## src/rtl/program_run_checker_pkg.sv

```systemverilog
// Shared types for the program run checker.
//   state_t     : run controller FSM states
//   exp_entry_t : one expectation-table record {valid, addr, data}
// EXP_DW / EXP_AW mirror the checker's DW / AW parameters; the top refuses
// to elaborate if they disagree.
package program_run_checker_pkg;

  localparam int EXP_DW = 8;
  localparam int EXP_AW = 8;

  typedef enum logic [2:0] {
    IDLE,
    HOLD_RST,
    RUN,
    CHECK,
    DONE
  } state_t;

  typedef struct packed {
    logic              valid;
    logic [EXP_AW-1:0] addr;
    logic [EXP_DW-1:0] data;
  } exp_entry_t;

endpackage

```

## src/rtl/program_run_checker_table.sv

```systemverilog
// Expectation table: NCHK-entry register file, one write port, one
// combinational read port, synchronous clear of the valid bits.
//   clk_i            : clock
//   clr_i            : synchronous clear of all valid bits
//   we_i             : write strobe (out-of-range widx_i is ignored)
//   widx_i           : write index
//   waddr_i, wdata_i : DM address / expected word to store
//   ridx_i           : read index
//   rentry_o         : entry at ridx_i (all zero when out of range)
module run_check_table
  import program_run_checker_pkg::*;
#(
  parameter int NCHK = 4,
  parameter int IW   = 2
) (
  input  logic              clk_i,
  input  logic              clr_i,
  input  logic              we_i,
  input  logic [IW-1:0]     widx_i,
  input  logic [EXP_AW-1:0] waddr_i,
  input  logic [EXP_DW-1:0] wdata_i,
  input  logic [IW-1:0]     ridx_i,
  output exp_entry_t        rentry_o
);

  exp_entry_t tbl_q [NCHK];

  // Only the valid bits are cleared; stale addr/data are never trusted
  // without a valid bit.
  always_ff @(posedge clk_i) begin
    if (clr_i) begin
      for (int i = 0; i < NCHK; i++) begin
        tbl_q[i].valid <= 1'b0;
      end
    end else if (we_i && (32'(widx_i) < NCHK)) begin
      tbl_q[widx_i] <= '{valid: 1'b1, addr: waddr_i, data: wdata_i};
    end
  end

  assign rentry_o = (32'(ridx_i) < NCHK) ? tbl_q[ridx_i] : '0;

endmodule

```

## config.mk

```make
export PLATFORM = sky130hd
export DESIGN_NAME = run_check_table
export DESIGN_NICKNAME = d
export VERILOG_FILES = /design/src/rtl/program_run_checker_pkg.sv /design/src/rtl/program_run_checker_table.sv
export SDC_FILE = /design/constraint.sdc
export NUM_CORES = 1
export LEC_CHECK = 0
export CORE_MARGIN = 2
export CORE_UTILIZATION = 53
export DETAILED_ROUTE_END_ITERATION = 8
export PLACE_DENSITY = 0.78
export SLEW_MARGIN = 0
export SYNTH_ARGS = -nofsm -noshare
export SYNTH_HDL_FRONTEND = slang
export SYNTH_SLANG_ARGS = --single-unit
```

## constraint.sdc

```tcl
create_clock -name clk_i -period 2.5 [get_ports clk_i]
set_input_delay 0.25 -clock clk_i [delete_from_list [all_inputs] [get_ports clk_i]]
set_output_delay 0.25 -clock clk_i [all_outputs]
set_load 0.05 [all_outputs]
```

==> flow_summary.ini, run 1 <==
[status]
outcome = finished clean

[setup_path]
cp-end-kind = output pin
path_cells = clkdlybuf4s50_1 -> buf_12 -> mux4_1 -> buf_4
critical-path-top-delay-family = buffers and inverters
path_class = in2out
cp-start-kind = primary input
path_buf_inv = 3
crit_fanout = 17
worst_path_largest_cell_delay_ps = 580
arrival_ps = 1740
critPathRequiredTime_ps = 2250
cp_slowest_cell = mux4_1
crit_path_start = ridx_i[0]

[global_route]
grt_max_degree = 18
grt_overflow_total = 0
track_usage_pct = 19.1
first_global_vias = 1428
antenna_found_initial = 0
grt_pass1_wl_um = 7390

[floorplanning]
die_w_um = 75.3
core.rowCount = 25
die_y_um = 75.3
coreArea_sq_um = 4820
io-pin-count = 40
die_area_sq_um = 5670
start_util_pct = 55.9

[drt]
viasPerCell = 5.35
drt_iter0_markers = 133
drcViolationCount = 0
wl_per_cell_um = 19.2
routed_wl_um = 4690
first_pass_iters = 4
vias = 1305
drtAntennaViolNets = 0

[clocking]
cts_tree = yes
numCtsBuffers = 9
htreeDepth = 3
clk_path_buf_depth = 2
postCtsHoldBufs = 0
cts_setup_buffers = 0
post_cts_resized = 0
cts_root_buf = clkbuf_8
clk_pin_slew_ps = 70
cts_sinks = 68

[layout]
reg_top3 = tbl_q: 68 flops
seqCellArea_sq_um = 2040
multi_input_area_sq_um = 606
largest_register_ffs = 68
fill_cells = 320
final_area_sq_um = 3330
layout-drive-gt1-share_pct = 30.5
regMostFlops = tbl_q
diodes = 0
syn2layout_area_growth_pct = 23.6
finish.net_count = 195

[logic_synthesis]
synth_area_sq_um = 2700
syn_inst = 122
ys_seq_area_share_pct = 75.8
yosysUniqueCellTypes = 12
synth_seq_cells = 68
synth_top_cell_by_area = edfxtp_1
syn_nets = 145
avgSynthCellArea_sq_um = 22.1
yosysWarnings = 0
ys_top_cells_by_area = edfxtp_1, mux4_2, mux4_1, and2_1, a31o_2
yosys.area.top_type_share_pct = 75.8

[sta]
setup_viol = 0
period_share_pct = 79.5
hold_violations = 0
finalMaxSlewViolations = 0
grt_setup_unrepaired = no
max_freq_ghz = 0.503
tightest_slew_ps = 535
final.min_clock_period_ps = 1990
slew_headroom_pct = 64.3
tns_ps = 0

[min_path]
min_to = tbl_q[1][5]
min_delay_path_depth = 2
hold_class = in2reg
hold_start = wdata_i[5]

[place]
postPlaceCellArea_sq_um = 3150
port_buffers = 39
hpwl_um = 2940
gp_congestion = 0.670

[run]
max-cap-violations = 0

[power]
p_per_area_nw_per_um2 = 709
ir_worst_vdd_mv = 0.402
leakage_nw = 1.01
-- worst max-delay path by stage --
stage / to / depth (start not counted)
2_1_floorplan: tbl_q[2][0] / 3
3_3_place_gp: rentry_o[0] / 4
3_5_place_dp: tbl_q[1][0] / 4
4_1_cts: rentry_o[2] / 4
5_1_grt: rentry_o[2] / 4
6_report: rentry_o[2] / 4
-- per-stage QoR --
stage	hold WS (ps)	std cells	util, %	setup slack [ps]	power [mW]
finish	646	244	69.1	512	2.36
global route	642	244	69.1	459	2.44
CTS	629	244	69.1	496	2.38
detailed placement	947	228	65.4	398	1.55
global placement	940	228	65.4	505	1.54
floorplan	446	122	-	434	1.46
-- report_power, final --
group | internal (mW) | switching [mW] | leakage (nW) | total, mW
combinational | 0.0965 | 0.129 | 0.391 | 0.226
clock | 0.451 | 0.384 | 0.0911 | 0.835
sequential | 1.29 | 0.00939 | 0.526 | 1.30
total | 1.84 | 0.523 | 1.01 | 2.36
-- layout make-up --
type / instances / share of cell area (%)
Sequential cell: 68 / 61.3
Multi-Input combinational cell: 45 / 18.2
Timing Repair Buffer: 45 / 12.2
Clock buffer: 10 / 3.83
Tap cell: 67 / 2.52
Clock inverter: 6 / 1.65
Inverter: 3 / 0.338
-- cell families (layout without fill, tap and decap cells) --
family / count (synthesis) / count (layout) / share of synthesized area [%]
simple gates: 24 / 24 / 5.25
mux: 17 / 17 / 15.2
flops: 68 / 68 / 75.8
buf+inv: 9 / 64 / 2.51
compound gates: 4 / 4 / 1.30
-- cells in the final DEF (no fill, tap or decap), drive strengths merged --
master,netlist,routed
mux4,17,17
a31o,4,4
inv,3,3
edfxtp,68,68
nand2b,1,1
bufinv,0,1
clkinvlp,0,1
clkdlybuf4s50,0,22
clkinv,0,4
buf,6,23
nor3,7,7
and2,16,16
clkbuf,0,10
-- per-layer routing --
| layer | share of wire (%) | vias up | routed length [um] | track usage (%) |
|---|---|---|---|---|
| met5 | 0 | - | 0 | 0 |
| met4 | 1.4 | 0 | 65 | 9.36 |
| met3 | 4.0 | 7 | 189 | 4.50 |
| met2 | 52 | 28 | 2460 | 30.8 |
| met1 | 42 | 666 | 1980 | 24.9 |
| li1 | - | 604 | - | - |
-- Yosys cell counts (all sizes together) --
cell,n
inv,3
a31o,4
edfxtp,68
and2,16
buf,6
nor3,7
nand2b,1
mux4,17
Power figures use the tool's default switching activity.
==> inputs of run 2 (changes only) <==
--- a/config.mk
+++ b/config.mk
@@ -6,9 +6,9 @@
 export NUM_CORES = 1
 export LEC_CHECK = 0
 export CORE_MARGIN = 2
-export CORE_UTILIZATION = 53
+export CORE_UTILIZATION = 48
 export DETAILED_ROUTE_END_ITERATION = 8
-export PLACE_DENSITY = 0.78
+export PLACE_DENSITY = 0.75
 export SLEW_MARGIN = 0
 export SYNTH_ARGS = -nofsm -noshare
 export SYNTH_HDL_FRONTEND = slang
==> constraint.sdc (replaced) <==
create_clock -name clk_i -period 1.6 [get_ports clk_i]
set_input_delay 0.16 -clock clk_i [delete_from_list [all_inputs] [get_ports clk_i]]
set_output_delay 0.16 -clock clk_i [all_outputs]
set_load 0.05 [all_outputs]
==> run 2 against run 1 <==
Effect of this change:
- total power rose by 78%
- count of clock-buffer cells in the layout rose by 1
- via count rose by 4.8%
- setup slack got worse by 470 ps
- core utilization fell by 4.1 points
- final area rose by 6.8%
- global-route usage fell by 2.1 points
- sequential share of layout area fell by 3.9 points
- critical endpoint is now rentry_o[6]
==> flow_summary.ini, run 2 (same netlist as run 1, synthesis figures left out) <==
[status]
outcome = finished clean

[clocking]
htreeDepth = 3
clk_path_buf_depth = 2
cts_root_buf = clkbuf_8
postCtsHoldBufs = 0
cts_sinks = 68
clk_pin_slew_ps = 70
cts_setup_buffers = 0
cts_tree = yes
numCtsBuffers = 9

[place]
gp_congestion = 0.849
port_buffers = 39
postPlaceCellArea_sq_um = 3260
dp_slack_ps = -246
hpwl_um = 3050
dp_cells = 240

[sta]
setup_viol = 0
final.setup.worst_slack_ps = 39.6
hold_violations = 0
hold_slack_ps = 553
max_freq_ghz = 0.641
grt_setup_unrepaired = no
final.min_clock_period_ps = 1560
tightest_slew_ps = 494
finalMaxSlewViolations = 0
tns_ps = 0
period_share_pct = 97.5
slew_headroom_pct = 67.1

[setup_path]
path_class = reg2out
cp-start-kind = flip-flop
cp-end-kind = output pin
critPathRequiredTime_ps = 1440
arrival_ps = 1400
crit_fanout = 1

[layout]
final_cell_mix = edfxtp_1, clkdlybuf4s50_1, buf_4
finish.net_count = 203
largest_register_ffs = 68
layout-drive-gt1-share_pct = 36.8
stdcell_count = 257
reg_top3 = tbl_q: 68 flops
regMostFlops = tbl_q
diodes = 0
final_area_sq_um = 3560
final_common_cell = edfxtp_1
syn2layout_area_growth_pct = 32.0

[global_route]
grt_overflow_total = 0
antenna_found_initial = 0
grt_max_degree = 18
first_global_vias = 1493
track_usage_pct = 17.0
grt_pass1_wl_um = 7440

[drt]
drt_iter0_markers = 111
wl_per_cell_um = 18.5
drcViolationCount = 0
vias = 1368
viasPerCell = 5.32
first_pass_iters = 5
drtAntennaViolNets = 0
routed_wl_um = 4760

[min_path]
min_delay_path_depth = 2
hold_class = in2reg

[floorplanning]
die_y_um = 78.9
die_area_sq_um = 6230
io-pin-count = 40
die_w_um = 78.9
coreArea_sq_um = 5470
start_util_pct = 49.2
core.rowCount = 27

[power]
leakage_nw = 1.11
p_per_area_nw_per_um2 = 1180
ir_worst_vdd_mv = 0.532

[run]
max-cap-violations = 0
-- run 2: cell count changes in the layout (fill, tap and decap cells not counted), sizes merged --
cell / delta
clkinvlp: -1
clkdlybuf4s15: +1
buf: +7
clkbuf: +1
clkinv: -3
bufbuf: +1
bufinv: +3
clkdlybuf4s50: -1
-- run 2: final timing paths --
kind | slack [ps] | startpoint | endpoint
max | 40 | tbl_q[3][6] | rentry_o[6]
min | 550 | waddr_i[1] | tbl_q[1][9]
-- run 2: report_power, final --
group          switching [mW]  total, mW  internal [mW]
Sequential             0.0157       2.03           2.02
Clock                   0.577       1.77           1.19
Combinational           0.210      0.398          0.188
Total                   0.803       4.20           3.40
-- run 2: critical path: stages (launching register included) --
cell      delay [ps]
edfxtp_1         380
mux4_2           490
buf_4            210
-- run 2: layout make-up --
class	count	area (sq um)
clock inverter	5	124
inverter	3	11.3
fill	366	1920
timing repair buffer	53	572
sequential	68	2040
clock buffer	11	131
tap	72	90.1
multi-input combinational	45	587
-- run 2: through the flow --
step                      power, mW  util [%]
final                          4.20      65.0
after global routing           4.31      65.0
after global placement         2.43      59.5
after detailed placement       2.45      59.5
after CTS                      4.23      64.9
after floorplan                2.29         -
-- run 2: timing repair --
action                                 in CTS  in global routing
resized for setup                           9                  7
setup endpoints to repair                  17                  6
endpoints found under the hold margin       0                  0
cloned                                      1                  0
-- run 2: routing by layer --
layer  up-vias  global-route usage, %  routed length [um]
li1        618                      -                   -
met1       705                   19.3                1870
met2        39                   29.7                2620
met3         6                   4.20                 208
met4         0                   9.14                  60
met5         -                      0                   0
